--- config.mk ---
export PLATFORM = sky130hd
export DESIGN_NAME = mem_access_ctrl
export DESIGN_NICKNAME = d
export VERILOG_FILES = /design/src/rtl/mem_pkg.sv /design/src/rtl/mux2_1.sv /design/src/rtl/mem_access_ctrl.sv
export SDC_FILE = /design/constraint.sdc
export NUM_CORES = 1
export LEC_CHECK = 0
export CAP_MARGIN = 15
export CORE_ASPECT_RATIO = 1.1
export CORE_MARGIN = 2
export CORE_UTILIZATION = 48
export CTS_BUF_LIST = sky130_fd_sc_hd__clkbuf_8
export DETAILED_ROUTE_END_ITERATION = 16
export PLACE_DENSITY_LB_ADDON = 0.25
export SLEW_MARGIN = 20
export SYNTH_ARGS = -nofsm -noshare
export SYNTH_HDL_FRONTEND = slang
export SYNTH_HIERARCHICAL = 1
export SYNTH_SLANG_ARGS = --single-unit
export TNS_END_PERCENT = 20
--- constraint.sdc ---
create_clock -name Clk -period 4.6 [get_ports Clk]
set_input_delay 0.92 -clock Clk [delete_from_list [all_inputs] [get_ports Clk]]
set_output_delay 0.92 -clock Clk [all_outputs]
set_load 0.005 [all_outputs]
--- src/rtl/mem_pkg.sv ---
// Shared types and defaults for the SRAM access controller.
package mem_pkg;

  typedef enum logic [2:0] {
    IDLE    = 3'd0,
    RD_WAIT = 3'd1,
    RD_CAP  = 3'd2,
    WR_WAIT = 3'd3,
    DONE    = 3'd4
  } state_t;

  localparam int WAIT_CYCLES_DEF = 2;

endpackage

--- src/rtl/mux2_1.sv ---
// N-bit two-input multiplexer: sel=0 passes a, sel=1 passes b.
module mux2_1 #(
  parameter int N = 16
) (
  input  logic [N-1:0] a,
  input  logic [N-1:0] b,
  input  logic         sel,
  output logic [N-1:0] y
);

  assign y = sel ? b : a;

endmodule

--- src/rtl/mem_access_ctrl.sv ---
// MAR/MDR front end and Moore sequencer for an asynchronous SRAM with fixed wait states.
//
// state   | meaning
// IDLE    | accepts LD_MAR/LD_MDR and a read or write request
// RD_WAIT | read strobes active, counting wait states
// RD_CAP  | read strobes active, MDR captures SRAM data at the closing edge
// WR_WAIT | write strobes active, counting wait states
// DONE    | one-cycle completion pulse, strobes released
module mem_access_ctrl
  import mem_pkg::*;
#(
  parameter int N           = 16,
  parameter int WAIT_CYCLES = WAIT_CYCLES_DEF
) (
  input  logic         Clk,
  input  logic         Reset,
  input  logic         LD_MAR,
  input  logic         LD_MDR,
  input  logic         Start_Rd,
  input  logic         Start_Wr,
  input  logic [N-1:0] Bus,
  input  logic [N-1:0] Data_from_SRAM,
  output logic [N-1:0] MAR,
  output logic [N-1:0] MDR,
  output logic [N-1:0] Data_to_SRAM,
  output logic         CE_N,
  output logic         OE_N,
  output logic         WE_N,
  output logic         Busy,
  output logic         Done
);

  localparam logic [3:0] CNT_LOAD = 4'(WAIT_CYCLES - 1);

  state_t      state;
  logic [3:0]  cnt;
  logic [N-1:0] mdr_in;

  // MDR takes Bus in IDLE and SRAM data only in the capture state.
  mux2_1 #(.N(N)) u_mdr_mux (
    .a   (Bus),
    .b   (Data_from_SRAM),
    .sel (state == RD_CAP),
    .y   (mdr_in)
  );

  assign Data_to_SRAM = MDR;

  // Strobes, Busy and Done are registered alongside the state so they follow it exactly.
  always_ff @(posedge Clk or posedge Reset) begin
    if (Reset) begin
      state <= IDLE;
      MAR   <= '0;
      MDR   <= '0;
      cnt   <= '0;
      CE_N  <= 1'b1;
      OE_N  <= 1'b1;
      WE_N  <= 1'b1;
      Busy  <= 1'b0;
      Done  <= 1'b0;
    end else begin
      case (state)
        IDLE: begin
          if (LD_MAR) MAR <= Bus;
          if (LD_MDR) MDR <= mdr_in;
          if (Start_Rd) begin
            state <= RD_WAIT;
            cnt   <= CNT_LOAD;
            CE_N  <= 1'b0;
            OE_N  <= 1'b0;
            Busy  <= 1'b1;
          end else if (Start_Wr) begin
            state <= WR_WAIT;
            cnt   <= CNT_LOAD;
            CE_N  <= 1'b0;
            WE_N  <= 1'b0;
            Busy  <= 1'b1;
          end
        end
        RD_WAIT: begin
          if (cnt == 4'd0) state <= RD_CAP;
          else             cnt   <= cnt - 4'd1;
        end
        RD_CAP: begin
          MDR   <= mdr_in;
          state <= DONE;
          CE_N  <= 1'b1;
          OE_N  <= 1'b1;
          Done  <= 1'b1;
        end
        WR_WAIT: begin
          if (cnt == 4'd0) begin
            state <= DONE;
            CE_N  <= 1'b1;
            WE_N  <= 1'b1;
            Done  <= 1'b1;
          end else begin
            cnt <= cnt - 4'd1;
          end
        end
        DONE: begin
          state <= IDLE;
          Busy  <= 1'b0;
          Done  <= 1'b0;
        end
        default: begin
          state <= IDLE;
          CE_N  <= 1'b1;
          OE_N  <= 1'b1;
          WE_N  <= 1'b1;
          Busy  <= 1'b0;
          Done  <= 1'b0;
        end
      endcase
    end
  end

endmodule

==> impl_results.md <==
* Run status: finished, final reports clean
* Relative contribution of sequential cells to total power at 0.336
* Net Sw Power at slightly below 700 µW
* Count of inserted antenna diode cells at 0
* Unrepaired setup endpoints after global routing: false
* Wire length of the first global-routing pass at 7580 µm
* Setup ws final at roughly 2.2 ns
* Tmin final at around 2.4 ns
* Startpoint types: flop
* Reg2reg start: state[2]
* Dpl hpwl at between 3000 and 4000 µm
* IO buf count at 90
* Internal Power at 1.60 mW
* Critical Path RT at 4.78 ns
* Layout cells sized above 1 at 0.273
* Die footprint at ~5300 µm²
* Most frequent standard cell in the layout excluding fill and tap cells: clkdlybuf4s50_1
* Largest cells by area after synthesis: dfrtp_1 45%, mux2_2 14%, mux2_4 13%
* WL/cell at 15.4 µm
* Maximum clock frequency at roughly 410 MHz
* IO Count at about 90
* Area taken by flip-flops and latches at about 1100 µm²
* Cell area after technology mapping at 2280 µm²
* Gate count after technology mapping at 170
* Root Buffer Master: clkbuf_8
* Cts hold-fix bufs at 0
* Via count of the first global-routing pass at 1,479
* Placer's final routability congestion estimate at roughly 0.77
* R2R setup slack at roughly 2.2 ns
* CP bufs+invs at 0
* Synth warn at 6
* Multi-input gate area at about 940 µm²
* Nets at about 280
* Fillcell total at between 300 and 400
* Max H-tree Level at 2
* Switching share of power at 0.298
* Post-layout power at about 2.3 mW
* Post-synthesis register bit count at 44
* Total via count after detailed routing at ~1,600
* Placed standard-cell area at about 3000 µm²
* Endpoint kind of the worst setup timing path: flop
* Most frequent cells in the layout: 90 x clkdlybuf4s50_1, 41 x dfrtp_1, 28 x mux2_2, 20 x mux2_4
* Biggest fanout along the worst timing path at 16
* Count of routing violations after the opening detailed-route iteration at 43
* Leftover overflow at the end of global routing at 0
* Worst setup path endpoint: Data_to_SRAM[1]
* Ratio of final minimum period to clock period at 0.529
* Critical Setup Path Class: reg -> reg
* Clock tree from TritonCTS: yes
* Critical path arrival at 2.61 ns
* Buffers from clock root to sink, at most at 2
* Number of routed nets with antenna violations at 0
* Drt first pass iters at 4
* Stages on worst setup path at 4
* Number of sinks driven by the clock tree at between 40 and 50
* Share of the synthesized area in the top cell type at 0.451
* Setup TNS Final at 0 ns
* All-layer global routing usage at 0.182
* Synth-to-Final Area Change at 39.7%
* Row Count at 26
* Number of buffers added for setup after CTS at 0
* Cell accounting for the most synthesized area: dfrtp_1
* Cell breakdown of the critical path: nand2b_1 > nor2_2 > mux2_2 > mux2_2
* Latest clock arrival within the worst-skew pair at 0.30 ns
* Worst setup slack after placement at slightly below 2 ns
* Average cell area after synthesis at about 13 µm²
* Largest vdd supply drop at slightly below 0.4 mV
* CTS clock-pin slew for the worst setup and hold paths at ~0.080 ns
* Count of final hold-check violations at 0
* Number of max-slew violations in the final report at 0
* Count of cell types in the netlist at 34
* End of the worst register-to-register path: Data_to_SRAM[1]
* Launch point of the worst path: state[2]
* Post-cts sizing count at 0
* Floorplan die width at around 70 µm
* Total wirelength of the detailed-routed design at between 4000 and 5000 µm
* Initial antenna violation count at 0
* Max Clock Skew at 0.00935 ns
* Hold WC Path Type: reg -> reg
* Worst path slowest cell: nor2_2
* Power density of the placed cells at between 700 and 800 nW/µm²
* Vias per cell at between 5 and 6
* Finished layout cell area at between 3000 and 4000 µm²
* Clock network power share at 0.149
* Delay of the slowest cell on the worst path at between 0.8 and 0.9 ns
* DRC violations left at 0
* Worst Reg-to-Reg Cells at 4
* Portion of total power attributed to combinational logic at 0.515
* Leakage at around 1.3 nW
* Number of CTS-inserted buffers at 5
* Max Cap Viol at 0
* Starting density of the core at 0.493
* Synthesized Nets at 210
* Die Ht at approximately 76 µm
* Worst Max-Slew Pin Slew at roughly 1.1 ns
* Proportion of synthesized chip area in sequential cells at 0.485
* Final setup violation count at 0
* Pin count of the biggest net entering global routing at 45
* Area of the placeable core at approximately 4600 µm²
* Crit-path leading delay family: simple AND/OR/NAND/NOR gates
* Crit-path most repeated cell: mux2_2
* Max-slew headroom at the worst pin at 0.285
metal layers:
metal  vias to the layer above  global-route usage  wire length (µm)
li1                        726                   -                 -
met1                       765               0.242              1970
met2                        52               0.297              2360
met3                         7              0.0357               249
met4                         0              0.0692                68
met5                         -                   0                 0
registers in the layout, indices dropped and copies added, names as in the netlist:
name and cells:
Busy 1, CE_N 1, Data_to_SRAM 16, Done 1
MAR 16, OE_N 1, WE_N 1, cnt 4
state 3
per-stage QoR:
stage / hold slack [ns] / std cells / utilization
2_1_floorplan: 0.473 / 170 / -
3_3_place_gp: 0.487 / 293 / 0.660
3_5_place_dp: 0.494 / 293 / 0.660
4_1_cts: 0.514 / 301 / 0.689
5_1_grt: 0.531 / 301 / 0.689
6_report: 0.508 / 301 / 0.689
Yosys cell counts:
master / count
a21oi_1: 8
buf_12: 2
buf_4: 17
nor3b_1: 1
nor3_1: 4
dfrtp_1: 41
o21ai_0: 2
inv_1: 6
a31o_2: 1
or2b_4: 1
mux2_2: 28
a21o_1: 1
nor2_1: 9
nor3b_4: 1
ha_1: 2
a211oi_1: 1
dfstp_2: 3
buf_2: 1
or3b_1: 1
o22ai_1: 1
nand3_1: 1
mux2_4: 20
a2bb2oi_1: 1
xnor2_1: 1
mux2i_1: 1
buf_6: 3
nand2_1: 2
or2_2: 2
clkbuf_1: 1
nand3b_1: 1
o211ai_1: 1
nand2b_1: 1
and2_1: 2
nor3_4: 2
worst min path at each step:
stage	end	from	slack [ns]	cells past startpoint
2_1_floorplan	cnt[1]	cnt[1]	0.47	1
3_3_place_gp	Busy	Busy	0.49	2
3_5_place_dp	MAR[2]	MAR[2]	0.49	1
4_1_cts	MAR[9]	MAR[9]	0.51	1
5_1_grt	MAR[2]	MAR[2]	0.53	1
6_report	Busy	Busy	0.51	2
area by class of cell:
| class | instances | share of cell area |
|---|---|---|
| Sequential cell | 44 | 0.347 |
| Tap cell | 56 | 0.0220 |
| Multi-Input combinational cell | 96 | 0.296 |
| Timing Repair Buffer | 91 | 0.286 |
| Inverter | 6 | 0.00708 |
| Clock inverter | 3 | 0.0201 |
| Clock buffer | 5 | 0.0216 |
power groups by stage:
stage          Sequential (mW)  Clock, mW  Combinational, mW
2_1_floorplan            0.740          0              0.754
3_3_place_gp             0.767          0               1.17
6_report                 0.768      0.341               1.18
4_1_cts                  0.770      0.350               1.19
3_5_place_dp             0.778          0               1.19
5_1_grt                  0.802      0.363               1.26
cells by family after synthesis:
| group | share of synthesized area |
|---|---|
| muxes | 0.275 |
| AOI/OAI and AO/OA | 0.0423 |
| DFF | 0.485 |
| buffers and inverters | 0.102 |
| and+or+nand+nor | 0.0808 |
| xor gates and xnor gates | 0.00385 |
| adders and majority gates | 0.0110 |
worst min-delay path: cells and delay by family (launching register included):
family / cells / cell delay, ns
flops: 1 / 0.35
simple gates: 1 / 0.08
compound gates: 1 / 0.04
Power figures use the tool's default switching activity.
